$ cat src/rtl/axi_rd_sched_pkg.sv
// Shared types and helpers for the AXI read-side stream scheduler.
// Latency: n/a (types, constants and a constant function only).
// Backpressure: n/a.
package axi_rd_sched_pkg;

  typedef enum logic [1:0] {
    IDLE  = 2'd0,
    ARB   = 2'd1,
    ADDR  = 2'd2,
    DRAIN = 2'd3
  } sched_state_t;

  localparam logic [1:0] OKAY = 2'b00;

  // Ceiling log2 for sizing index/counter fields; returns at least 1 for v>1.
  function automatic int clog2(input int v);
    int r;
    r = 0;
    for (int i = 0; i < 31; i++) begin
      if ((1 << r) < v) r++;
    end
    return r;
  endfunction

endpackage

$ cat src/rtl/rr_arbiter.sv
// Round-robin arbiter: one-hot and encoded grant over N requesters.
// Latency: grant is combinational from req; pointer updates one cycle after advance.
// Backpressure: none; the grant is held until the caller strobes advance.
// Ports: clk, reset (async, active-low), req[N], advance, gnt[N] (one-hot), gnt_idx.
module rr_arbiter
  import axi_rd_sched_pkg::*;
#(
  parameter  int N  = 4,
  localparam int SW = clog2(N)
) (
  input  logic          clk,
  input  logic          reset,
  input  logic [N-1:0]  req,
  input  logic          advance,
  output logic [N-1:0]  gnt,
  output logic [SW-1:0] gnt_idx
);

  logic [SW-1:0] last_q;
  logic [SW-1:0] cand;
  logic          found;

  // Search starts one past the last winner so every requester gets a turn.
  always_comb begin
    found   = 1'b0;
    gnt_idx = '0;
    cand    = '0;
    for (int i = 1; i <= N; i++) begin
      cand = SW'((int'(last_q) + i) % N);
      if (!found && req[cand]) begin
        found   = 1'b1;
        gnt_idx = cand;
      end
    end
    gnt = '0;
    if (found) gnt[gnt_idx] = 1'b1;
  end

  // Reset to the highest index so the first search begins at requester 0.
  always_ff @(posedge clk or negedge reset) begin
    if (!reset) begin
      last_q <= SW'(N - 1);
    end else if (advance && found) begin
      last_q <= gnt_idx;
    end
  end

endmodule

$ cat src/rtl/axi_rd_stream_sched.sv
// AXI read scheduler: round-robin fixed-length INCR bursts for NUM_STREAMS generators, R data tagged by stream.
// Latency: start -> ARVALID after 2 edges; one AR per 2 cycles max; R path is zero-latency passthrough.
// Backpressure: AR held until ARREADY; issue stalls at MAX_OUTST outstanding; RREADY mirrors out_ready.
// Optional: define AXI_RD_SCHED_CHECK_EN to build response/RLAST checking that drives a sticky err.
// Ports: clk, reset (async active-low), start/stream_en/base_addr/bursts config, busy/done status,
//        AR* and R* AXI read channels, out_* tagged data stream, err.
module axi_rd_stream_sched
  import axi_rd_sched_pkg::*;
#(
  parameter  int NUM_STREAMS = 4,
  parameter  int ADDR_W      = 32,
  parameter  int ID_W        = 4,
  parameter  int DATA_W      = 512,
  parameter  int BURST_LEN   = 15,
  parameter  int MAX_OUTST   = 8,
  localparam int SW          = clog2(NUM_STREAMS)
) (
  input  logic                          clk,
  input  logic                          reset,
  input  logic                          start,
  input  logic [NUM_STREAMS-1:0]        stream_en,
  input  logic [NUM_STREAMS*ADDR_W-1:0] base_addr,
  input  logic [15:0]                   bursts,
  output logic                          busy,
  output logic                          done,
  output logic [ADDR_W-1:0]             ARADDR,
  output logic [ID_W-1:0]               ARID,
  output logic [7:0]                    ARLEN,
  output logic                          ARVALID,
  input  logic                          ARREADY,
  input  logic [ID_W-1:0]               RID,
  input  logic [DATA_W-1:0]             RDATA,
  input  logic [1:0]                    RRESP,
  input  logic                          RLAST,
  input  logic                          RVALID,
  output logic                          RREADY,
  output logic                          out_valid,
  output logic [SW-1:0]                 out_stream,
  output logic [DATA_W-1:0]             out_data,
  output logic                          out_last,
  input  logic                          out_ready,
  output logic                          err
);

  localparam int                OW          = clog2(MAX_OUTST + 1);
  localparam logic [ADDR_W-1:0] BURST_BYTES = ADDR_W'((BURST_LEN + 1) * (DATA_W / 8));

  sched_state_t state_q, state_d;

  logic [ADDR_W-1:0]      base_q [NUM_STREAMS];
  logic [15:0]            rem_q  [NUM_STREAMS];
  logic [15:0]            iss_q  [NUM_STREAMS];
  logic [NUM_STREAMS-1:0] rem_nz;
  logic [NUM_STREAMS-1:0] req;
  logic [NUM_STREAMS-1:0] arb_gnt;
  logic [SW-1:0]          arb_idx;
  logic [SW-1:0]          cur_q;
  logic [OW-1:0]          outst_q;
  logic                   outst_full;
  logic [ADDR_W-1:0]      araddr_q;
  logic [ID_W-1:0]        arid_q;
  logic                   arvalid_q;
  logic                   done_q;
  logic                   ar_hs;
  logic                   rlast_hs;
  logic                   cfg_load;
  logic                   grant;
  logic                   done_set;

  assign ar_hs      = arvalid_q & ARREADY;
  assign rlast_hs   = RVALID & out_ready & RLAST;
  assign outst_full = (outst_q == OW'(MAX_OUTST));

  // Disabled streams load remaining=0, so a non-zero count alone means eligible.
  always_comb begin
    for (int s = 0; s < NUM_STREAMS; s++) begin
      rem_nz[s] = (rem_q[s] != 16'd0);
    end
    req = outst_full ? '0 : rem_nz;
  end

  rr_arbiter #(.N(NUM_STREAMS)) u_arb (
    .clk     (clk),
    .reset   (reset),
    .req     (req),
    .advance (grant),
    .gnt     (arb_gnt),
    .gnt_idx (arb_idx)
  );

  always_ff @(posedge clk or negedge reset) begin
    if (!reset) state_q <= IDLE;
    else        state_q <= state_d;
  end

  always_comb begin
    state_d  = state_q;
    cfg_load = 1'b0;
    grant    = 1'b0;
    done_set = 1'b0;
    unique case (state_q)
      IDLE: begin
        if (start) begin
          if (stream_en == '0 || bursts == 16'd0) begin
            done_set = 1'b1;
          end else begin
            cfg_load = 1'b1;
            state_d  = ARB;
          end
        end
      end
      ARB: begin
        if (|arb_gnt) begin
          grant   = 1'b1;
          state_d = ADDR;
        end else if (rem_nz == '0) begin
          state_d = DRAIN;
        end
      end
      ADDR: begin
        if (ar_hs) state_d = ARB;
      end
      DRAIN: begin
        if (outst_q == '0) begin
          done_set = 1'b1;
          state_d  = IDLE;
        end
      end
      default: state_d = IDLE;
    endcase
  end

  always_ff @(posedge clk or negedge reset) begin
    if (!reset) begin
      for (int s = 0; s < NUM_STREAMS; s++) begin
        base_q[s] <= '0;
        rem_q[s]  <= '0;
        iss_q[s]  <= '0;
      end
      cur_q     <= '0;
      outst_q   <= '0;
      araddr_q  <= '0;
      arid_q    <= '0;
      arvalid_q <= 1'b0;
      done_q    <= 1'b0;
    end else begin
      done_q <= done_set;
      if (cfg_load) begin
        for (int s = 0; s < NUM_STREAMS; s++) begin
          base_q[s] <= base_addr[s*ADDR_W +: ADDR_W];
          rem_q[s]  <= stream_en[s] ? bursts : 16'd0;
          iss_q[s]  <= 16'd0;
        end
      end
      if (grant) begin
        // Address wraps silently modulo 2^ADDR_W.
        araddr_q  <= base_q[arb_idx] + ADDR_W'(iss_q[arb_idx]) * BURST_BYTES;
        arid_q    <= ID_W'(arb_idx);
        arvalid_q <= 1'b1;
        cur_q     <= arb_idx;
      end
      if (ar_hs) begin
        arvalid_q     <= 1'b0;
        rem_q[cur_q]  <= rem_q[cur_q] - 16'd1;
        iss_q[cur_q]  <= iss_q[cur_q] + 16'd1;
      end
      // Simultaneous issue and completion cancel out.
      if (ar_hs && !rlast_hs) begin
        outst_q <= outst_q + OW'(1);
      end else if (!ar_hs && rlast_hs && outst_q != '0) begin
        outst_q <= outst_q - OW'(1);
      end
    end
  end

  assign busy    = (state_q != IDLE);
  assign done    = done_q;
  assign ARADDR  = araddr_q;
  assign ARID    = arid_q;
  assign ARLEN   = 8'(BURST_LEN);
  assign ARVALID = arvalid_q;

  assign out_valid  = RVALID;
  assign out_data   = RDATA;
  assign out_last   = RLAST;
  assign out_stream = RID[SW-1:0];
  assign RREADY     = out_ready;

`ifdef AXI_RD_SCHED_CHECK_EN
  logic [7:0]    beat_q [NUM_STREAMS];
  logic          err_q;
  logic          r_hs;
  logic          id_bad;
  logic          last_exp;
  logic          beat_bad;
  logic [SW-1:0] rsid;

  assign r_hs     = RVALID & out_ready;
  assign id_bad   = (32'(RID) >= 32'(NUM_STREAMS));
  assign rsid     = RID[SW-1:0];
  assign last_exp = (beat_q[rsid] == 8'(BURST_LEN));
  assign beat_bad = r_hs & ((RRESP != OKAY) | id_bad | (!id_bad & (RLAST != last_exp)));

  always_ff @(posedge clk or negedge reset) begin
    if (!reset) begin
      err_q <= 1'b0;
      for (int s = 0; s < NUM_STREAMS; s++) beat_q[s] <= '0;
    end else begin
      if (beat_bad) err_q <= 1'b1;
      // Resynchronise on every RLAST so one bad burst does not poison the next.
      if (r_hs && !id_bad) begin
        beat_q[rsid] <= RLAST ? 8'd0 : beat_q[rsid] + 8'd1;
      end
    end
  end

  assign err = err_q;
`else
  logic unused_rsp;
  assign unused_rsp = ^{RRESP, RID};
  assign err        = 1'b0;
`endif

endmodule
$ cat config.mk
export PLATFORM = sky130hd
export DESIGN_NAME = axi_rd_stream_sched
export DESIGN_NICKNAME = d
export VERILOG_FILES = /design/src/rtl/axi_rd_sched_pkg.sv /design/src/rtl/rr_arbiter.sv /design/src/rtl/axi_rd_stream_sched.sv
export SDC_FILE = /design/constraint.sdc
export NUM_CORES = 1
export LEC_CHECK = 0
export CORE_AREA = 5 5 481 483
export CTS_CLUSTER_SIZE = 8
export DETAILED_ROUTE_END_ITERATION = 10
export DIE_AREA = 0 0 486 488
export SLEW_MARGIN = 0
export SYNTH_ARGS = -nofsm -noshare
export SYNTH_HDL_FRONTEND = slang
export SYNTH_HIERARCHICAL = 1
export SYNTH_SLANG_ARGS = --single-unit
$ cat constraint.sdc
create_clock -name clk -period 5.25 [get_ports clk]
set_clock_uncertainty 0.15 [all_clocks]
set_input_delay 1.05 -clock clk [delete_from_list [all_inputs] [get_ports clk]]
set_output_delay 1.05 -clock clk [all_outputs]
set_load 0.1 [all_outputs]
==> flow_metrics.tcl <==
set metrics [dict create \
    antenna_left 0 \
    htree_levels 2 \
    setup.worst_path.start_class "flop" \
    yosys_warnings 6 \
    rsz0062_at_grt "false" \
    p_clk_share_pct 20.6 \
    tns_ns 0 \
    worst-path-buf-inv 3 \
    drt_iter0_markers 1125 \
    met1_length_um 29700 \
    p_switching_uw 6340 \
    p_per_area_mw_per_mm2 610 \
    fmax_ghz 0.194 \
    synthFlopType "dfrtp_1" \
    cts_tree "done" \
    synth_area_sq_mm 0.0197 \
    grt_pass1_wl_um 155000 \
    place_inst 4734 \
    start_util_pct 8.68 \
    min_period_ns 5.14 \
    crit_path_top_delay_cell "nor4_1" \
    drive_gt1_share_pct 12.8 \
    netSwitchingFraction_pct 45.5 \
    crit_path_end_kind "flop" \
    max_stage_delay_ns 0.51 \
    design.die.area_sq_mm 0.237 \
    clkTransAtPathRegs_ns 0.05 \
    synth_area_per_cell_sq_um 9.31 \
    ys_types 71 \
    comb_power_share_pct 51.4 \
    final_cell_mix "460 x nand2_1, 296 x dfrtp_1, 174 x clkdlybuf4s50_1" \
    routed_wirelength_um 124000 \
    synth_seq_area_share_pct 38.2 \
    clockBufferDepth 3 \
    met3_wirelength_um 31900 \
    antenna_found_initial 33 \
    cts-root-buf "clkbuf_16" \
    synthArstFlopShare_pct 100 \
    cts.sinks 300 \
    topRoutingLayerUsed "met5" \
    synth_edf_count 0 \
    slew_headroom_pct 24.1 \
    worstSetupPathType "reg2reg" \
    hpwl_um 105000 \
    p_leak_uw 0.00905 \
    final_area_sq_mm 0.0229 \
    grt_pass1_vias 14500 \
    die_w_um 486 \
    path_delay_family "simple AND/OR/NAND/NOR gates" \
    routed_via_density 2.96 \
    fin_nets 2478 \
    outcome "finished clean" \
    post-route-drc-count 0 \
    drv_cap 0 \
    core_sq_mm 0.226 \
    rows 175 \
    setup_viol 0 \
    cts_hold_buf 0 \
    synth_seq_cells 300 \
    tightestPinTransition_ns 1.13 \
    io_pins 1238 \
    seqPwrFrac_pct 28.0 \
    arrival_ns 5.46 \
    peakVddDrop_uv 262 \
    cp_cell_sequence "nor4_1, and4_1, nor2_1, inv_1, o22ai_1, o21ai_1, nand2_4, buf_12, buf_4, mux4_2, ha_1, nor2b_1, o2111ai_1, nand2_1, a31o_2, a21oi_1, nor4b_1, or3_1" \
    wl_per_cell_um 25.7 \
    vias 14300 \
    p_int_uw 7610 \
    hold_viol 0 \
    first_pass_iters 5 \
    area_growth_pct 16.4 \
    slew_viol_final 0 \
    worstPathRequired_ns 5.57 \
    final_cells 4830 \
    critPathMaxFanout 13 \
    utilization_pct 10.1 \
    total_power_uw 14000 \
    period_share_pct 98.0 \
    placed_cell_area_sq_mm 0.0214 \
    port_buffers 194 \
    gp_congestion 0.810 \
    chipHeight_um 488 \
    synth_cells 2111 \
    grt_overflow_total 0 \
    clock_latency_ns 0.61 \
    grt_max_degree 101 \
    hold_class "in2async" \
    grtUsageTotal_pct 9.95 \
    final_common_cell "nand2_1" \
    numCtsBuffers 46 \
    route.met2.wl_um 55600 \
]
## power groups by stage
stage | Clock (uW) | Combinational [uW] | Sequential, uW
CTS | 2970 | 7210 | 3900
global route | 3050 | 7780 | 4000
finish | 2870 | 7170 | 3910
floorplan | 0 | 5940 | 4420
global placement | 0 | 7110 | 3880
detailed placement | 0 | 7180 | 3920
## repair_timing
action | CTS | global route
gates resized for setup | 0 | 1
endpoints found under the hold margin | 0 | 0
buffers inserted | 0 | 6
setup endpoints to repair | 0 | 11
## worst paths after layout
path	depth (start not counted)	slack [ns]	end	from
max	18	0.11	ARADDR[20]	rem_q[46]
min	1	0.26	rem_q[57]	reset
max reg2reg	18	0.11	ARADDR[20]	rem_q[46]
min reg2reg	2	0.32	base_q[84]	base_q[84]
max in group asynchronous	2	3.49	base_q[123]	reset
min in group clk	2	0.32	base_q[84]	base_q[84]
## cell usage after synthesis (all sizes together), types with 25 or more instances
master,number,area (sq um)
clkbuf,79,300
a211oi,51,388
and3,64,400
o21ai,106,531
buf,554,4140
nor4,25,193
xnor2,27,244
nor2,33,124
mux4,80,1860
dfrtp,298,7460
a21oi,83,415
nand2,462,1740
nand3,75,375
## stage by stage
stage / setup slack, ns / hold slack (ns)
3_5_place_dp: 0.0849 / 0.310
5_1_grt: 0.00205 / 0.327
6_report: 0.106 / 0.264
3_3_place_gp: 0.114 / 0.305
4_1_cts: 0.0471 / 0.293
2_1_floorplan: 0.110 / 0.290
## state kept, by name, indices dropped and copies added (netlist names)
name          cells
ARID              2
iss_q            64
u_arb/last_q      2
done              1
ARADDR           32
state_q           2
ARVALID           1
outst_q           4
base_q          128
rem_q            64
## layer usage
layer / up-vias / track usage [%]
met1: 6824 / 7.06
met3: 359 / 11.6
met2: 1061 / 15.2
met4: 26 / 5.28
met5: - / 2.35
li1: 6008 / -
## logic make-up (layout without fill, tap and decap cells)
group	count (synthesis)	count (layout)	synth area share (%)
fa+ha+maj	26	26	1.73
mux	97	97	10.4
flops	300	300	38.2
compound gates	273	273	8.17
buf+inv	653	332	23.0
other cells	2	33	0.0382
xor+xnor	46	46	2.09
simple gates	714	714	16.4
## cell type report
type	instances	area, sq um
Tap cell	3009	3760
Multi-Input combinational cell	1167	7720
Antenna cell	22	55.1
Inverter	19	71.3
Sequential cell	300	7510
Clock buffer	61	1250
Timing Repair Buffer	245	2410
Clock inverter	7	108
Fill cell	26200	204000
Power figures use the tool's default switching activity.
==> RTL change 1 (same settings) <==
Change the parameter `DATA_W` from 512 to 256.
--- a/src/rtl/axi_rd_stream_sched.sv
+++ b/src/rtl/axi_rd_stream_sched.sv
@@ -10,7 +10,7 @@
   parameter  int NUM_STREAMS = 4,
   parameter  int ADDR_W      = 32,
   parameter  int ID_W        = 4,
-  parameter  int DATA_W      = 512,
+  parameter  int DATA_W      = 256,
   parameter  int BURST_LEN   = 15,
   parameter  int MAX_OUTST   = 8,
   localparam int SW          = clog2(NUM_STREAMS)
Interface: changed (resized RDATA and out_data); port bits go from 1238 to 726. The function was not compared with the original's and may differ.
==> RTL change 1 against the unedited design <==
Total power increased by 0.12%; global-route usage decreased by 4.0 points; count of clock-buffer cells in the layout decreased by 4; largest cell class unchanged; sequential cell count unchanged; non-clock buffer count increased by 5; synthesized cell count decreased by 9.7%; wire length decreased by 41%; final area increased by 0.14%; worst setup slack improved by 0.29 ns; synthesized area decreased by 9.9%.
==> RTL change 1: results (changes against the unedited design) <==
Run status
  – Status: completed

Placement
  – Place WS: 0.2839 ns (+0.1989 ns)
  – IO buf count: 194 (unchanged)
  – GP Congestion: 0.8040 (-0.75%)
  – Dpl hpwl: 55390 um (-47%)
  – Placed cells: 4787 (+1.1%)

GRT
  – Vias in the first global route: 14270 (-1.4%)
  – GRT Util Overall: 5.900% (-4.0 points)
  – Grt ovf: 0 (unchanged)
  – Antenna violations before repair: 11 (-67%)
  – Largest net degree at the start of global routing: 110 (+8.9%)
  – Global-route wire length before repair: 102400 um (-34%)

Setup path
  – Critical path launch point: rem_q[35]
  – R2R setup slack: 0.40 ns (+0.29 ns)
  – Crit path max fanout: 25 (+12)
  – Worst Path Arrival: 5.20 ns (-0.26 ns)

Clock tree
  – Clock transition at path regs: 0.05 ns (about the same)
  – Cts bufs inserted: 46 (unchanged)
  – CTS Root Cell: clkbuf_16
  – H-Tree Level Count: 2 (unchanged)
  – Worst-Skew Late Latency: ~0.62 ns
  – Longest Clk Path Bufs: 3 (unchanged)
  – CTS resizes: 0 (unchanged)
  – Number of setup buffers added after CTS: 0 (unchanged)

Synth
  – Primary FF master, synth: dfrtp_1
  – Area contributors post-synth: dfrtp_1 (42%), buf_4 (12%), nand2_1 (10%), mux4_2 (9.7%), nand3_1 (2.8%)
  – Gate Count Post-Synth: 1907 (-9.7%)
  – Synth cell types: 67 (-5.6%)
  – Yosys warnings: 6 (unchanged)
  – Top post-synthesis cells by count: nand2_1 (493), dfrtp_1 (298), buf_4 (273)
  – Asr flop ratio synth: 100.0% (unchanged)
  – Seq/Total Area, Yosys: 42.38% (+4.2 points)

STA
  – # setup viols final: 0 (unchanged)
  – Max Freq: 0.2060 GHz (+6.0%)
  – Worst-Margin Slew: 1.099 ns (-0.03580 ns)

Finish
  – Final Non-Filler Cells: 4860 (+0.62%)
  – Biggest regs: base_q x128, iss_q x64, rem_q x64
  – Share of cells above drive strength 1: 11.70% (-1.1 points)
  – Filler cells: 26150 (-0.023%)
  – Nets: 2272 (-8.3%)

Route
  – First drt pass iteration count: 5 (unchanged)
  – WL/cell: 15.07 um (-41%)
  – Vias per inst: 2.831 (-4.2%)
  – Initial DRC Count: 994 (-12%)

Pwr
  – Static leakage: 8.981 nW (-0.74%)
  – Peak VDD IR: 0.0002649 V (+0.98%)

Worst hold path
  – Worst hold path class: input port to async pin
RTL change 1: changes by cell type after synthesis, sizes merged, moves of 10 or more:
cell,unedited run,this run
buf,554,290
nand2,462,493
nand3,75,99
a31oi,5,22
o21ai,106,89
clkbuf,79,95
nor2,33,49
a21oi,83,68
and3,64,54
mux2,12,2
RTL change 1: final cells by class:
class	instances	area, um^2	share of cell area, %
Multi-Input combinational cell	1214	7727	33.71
Timing Repair Buffer	250	2485	10.84
Inverter	17	63.81	0.2784
Antenna cell	5	12.51	0.05458
Clock buffer	57	1202	5.245
Sequential cell	300	7512	32.77
Clock inverter	8	155.1	0.6768
Tap cell	3009	3765	16.42
RTL change 1: logic make-up after synthesis:
kind of cell	Yosys count	share of synthesized area (%)
and+or+nand+nor	784	19.53
buffers and inverters	402	14.38
DFF	300	42.38
AOI/OAI and AO/OA	267	9.179
muxes	84	10.49
xor gates and xnor gates	42	2.076
adders and majority gates	26	1.921
other	2	0.04238
RTL change 1: critical path, cell delays in order, from the launching register on:
cell and delay, ns:
dfrtp_1 0.39, nor4_1 0.37, buf_4 0.18, and4_1 0.23
nor2_1 0.07, buf_4 0.16, o211a_1 0.25, a211oi_4 0.28
buf_12 0.26, buf_4 0.25, mux4_2 0.33, ha_1 0.23
inv_1 0.07, fa_1 0.20, nor2b_1 0.07, o31a_1 0.31
a211oi_1 0.25, buf_4 0.17, nor2_1 0.07, and3_1 0.17
a211o_1 0.21
RTL change 1: where the power goes:
group | leakage [nW] | total [mW] | switching [mW] | internal [mW]
sequential | 3.85 | 3.88 | 0.684 | 3.20
clock | 0.654 | 2.90 | 1.19 | 1.71
combinational | 4.48 | 7.19 | 4.53 | 2.66
total | 8.98 | 14.0 | 6.41 | 7.56
RTL change 1: stage by stage:
stage / hold slack, ns / power [mW] / area (um^2) / util (%)
6_report: 0.2656 / 13.97 / 22920 / 10.12
3_5_place_dp: 0.3094 / 11.18 / 21520 / 9.504
2_1_floorplan: 0.2903 / 9.382 / 17750 / -
5_1_grt: 0.2942 / 14.91 / 22920 / 10.12
3_3_place_gp: 0.3042 / 11.07 / 21520 / 9.504
4_1_cts: 0.2471 / 14.23 / 22880 / 10.10
RTL change 1: worst paths after layout:
path,to,depth (start not counted)
worst max-delay path,ARADDR[31],20
worst min-delay path,rem_q[16],1
worst max register to register,ARADDR[31],20
worst min register to register,base_q[116],2
max in group asynchronous,base_q[99],2
min in group clk,base_q[116],2
RTL change 1: metal layers:
layer  share of wire [%]  track usage [%]
met1                  32            5.589
met2                  48            9.877
met3                 9.1            2.148
met4                  10            5.625
met5                   0                0
==> RTL change 2 (same flow settings) <==
Made on the original files. Build with the macro `AXI_RD_SCHED_CHECK_EN` defined.
--- a/src/rtl/axi_rd_stream_sched.sv
+++ b/src/rtl/axi_rd_stream_sched.sv
@@ -4,6 +4,8 @@
 // Optional: define AXI_RD_SCHED_CHECK_EN to build response/RLAST checking that drives a sticky err.
 // Ports: clk, reset (async active-low), start/stream_en/base_addr/bursts config, busy/done status,
 //        AR* and R* AXI read channels, out_* tagged data stream, err.
+`define AXI_RD_SCHED_CHECK_EN
+
 module axi_rd_stream_sched
   import axi_rd_sched_pkg::*;
 #(
Function: not settled (the Yosys comparison gave no result); the edit may change what the design does.
==> RTL change 2 against the unedited design <==
Fmax grew 5.1%; critical path depth grew 2; total power grew 2.0%; sequential cell count grew 33; final area grew 7.6%; hold slack lost 0.040 ns; worst setup slack gained 0.25 ns; non-clock buffer count grew 15; synthesized area grew 7.7%; wire length grew 8.2%; highest routed layer unchanged.
==> RTL change 2: results (changes against the unedited design) <==
Finish
  – Filler cells: 26080 (-0.30%)
  – Nets: 2641 (+6.6%)
  – Non-CTS buffers: 260 (+6.1%)
  – Seq cells: 333 (+11%)
  – ClkCell Share: 5.702% (-0.22 points)
  – Signal inverters: 22 (+3)
  – Multi-input gates: 1275 (+9.3%)
  – # diodes: 4 (-82%)
  – Final Non-Filler Cells: 4969 (+2.9%)
  – NonClk Buf Share: 10.31% (-0.21 points)

GRT
  – Antenna violations before repair: 8 (-76%)
  – Met2 Track Usage GR: 17.45% (+2.2 points)
  – GRT Util Overall: 10.74% (+0.79 points)
  – Largest net degree at the start of global routing: 106 (+5.0%)

Placement
  – IO buf count: 203 (+4.6%)
  – GP Congestion: 0.8291 (+2.3%)
  – Dpl hpwl: 114300 um (+8.6%)

Synth
  – Top post-synthesis cells by count: buf_4 (527), nand2_1 (501), dfrtp_1 (331)
  – Seq/Total Area, Yosys: 39.36% (+1.2 points)

Setup path
  – Worst Path Arrival: 5.23 ns (-0.23 ns)
  – Crit path max fanout: 25 (+12)

Pwr
  – Static leakage: 9.939 nW (+9.8%)

Clock tree
  – Cts bufs inserted: 49 (+6.5%)

Route
  – Routed met3 length: 32390 um (+1.7%)
  – Initial DRC Count: 1106 (-1.7%)
  – WL/cell: 27.01 um (+5.2%)
  – Met2 routed WL: 62360 um (+12%)
  – Routed length on met1: 34540 um (+16%)
  – Routed via count: 15200 (+6.5%)

STA
  – Worst-Margin Slew: 1.164 ns (+0.02909 ns)

Run status
  – Status: completed
-- RTL change 2: worst max-delay path, cell delays in order, from the launching register on --
cell	delay (ns)
dfrtp_1	0.40
nor4_2	0.39
buf_4	0.17
and4_1	0.23
nor2_1	0.10
buf_4	0.16
o211a_1	0.24
a211oi_4	0.20
buf_12	0.22
mux4_2	0.35
ha_1	0.24
inv_1	0.08
fa_1	0.20
nor2b_1	0.08
o21ai_0	0.23
a31oi_1	0.16
buf_4	0.17
o311a_1	0.33
o21ai_0	0.36
or3_1	0.18
nand3_1	0.07
-- RTL change 2: metrics by stage --
| stage | instance area [um^2] | utilization, % |
|---|---|---|
| 6_report | 24620 | 10.87 |
| 5_1_grt | 24610 | 10.87 |
| 4_1_cts | 24540 | 10.84 |
| 3_5_place_dp | 23130 | 10.22 |
| 3_3_place_gp | 23130 | 10.22 |
| 2_1_floorplan | 21210 | - |
-- RTL change 2: final timing paths --
check	startpoint	to	slack, ns	cells past startpoint
setup / recovery	rem_q[62]	ARADDR[26]	0.36	20
hold / removal	reset	rem_q[44]	0.22	1
setup reg to reg	rem_q[62]	ARADDR[26]	0.36	20
hold reg to reg	base_q[72]	base_q[72]	0.32	2
max in group asynchronous	reset	cur_q[1]	3.49	2
min in group clk	base_q[72]	base_q[72]	0.32	2
-- RTL change 2: logic make-up after synthesis --
| logic type | share of synthesized area (%) |
|---|---|
| AO/OA/AOI/OAI | 7.338 |
| XOR/XNOR | 2.186 |
| adder cells (fa/ha/maj) | 1.666 |
| buffers and inverters | 21.16 |
| flip-flops | 39.36 |
| multiplexers | 11.69 |
| other | 0.03546 |
| AND/OR/NAND/NOR | 16.57 |
-- RTL change 2: what timing repair did --
action	4_1_cts	5_1_grt
setup endpoints to repair	0	9
setup buffers	0	4
hold endpoints to repair	0	0
gates resized for setup	0	7
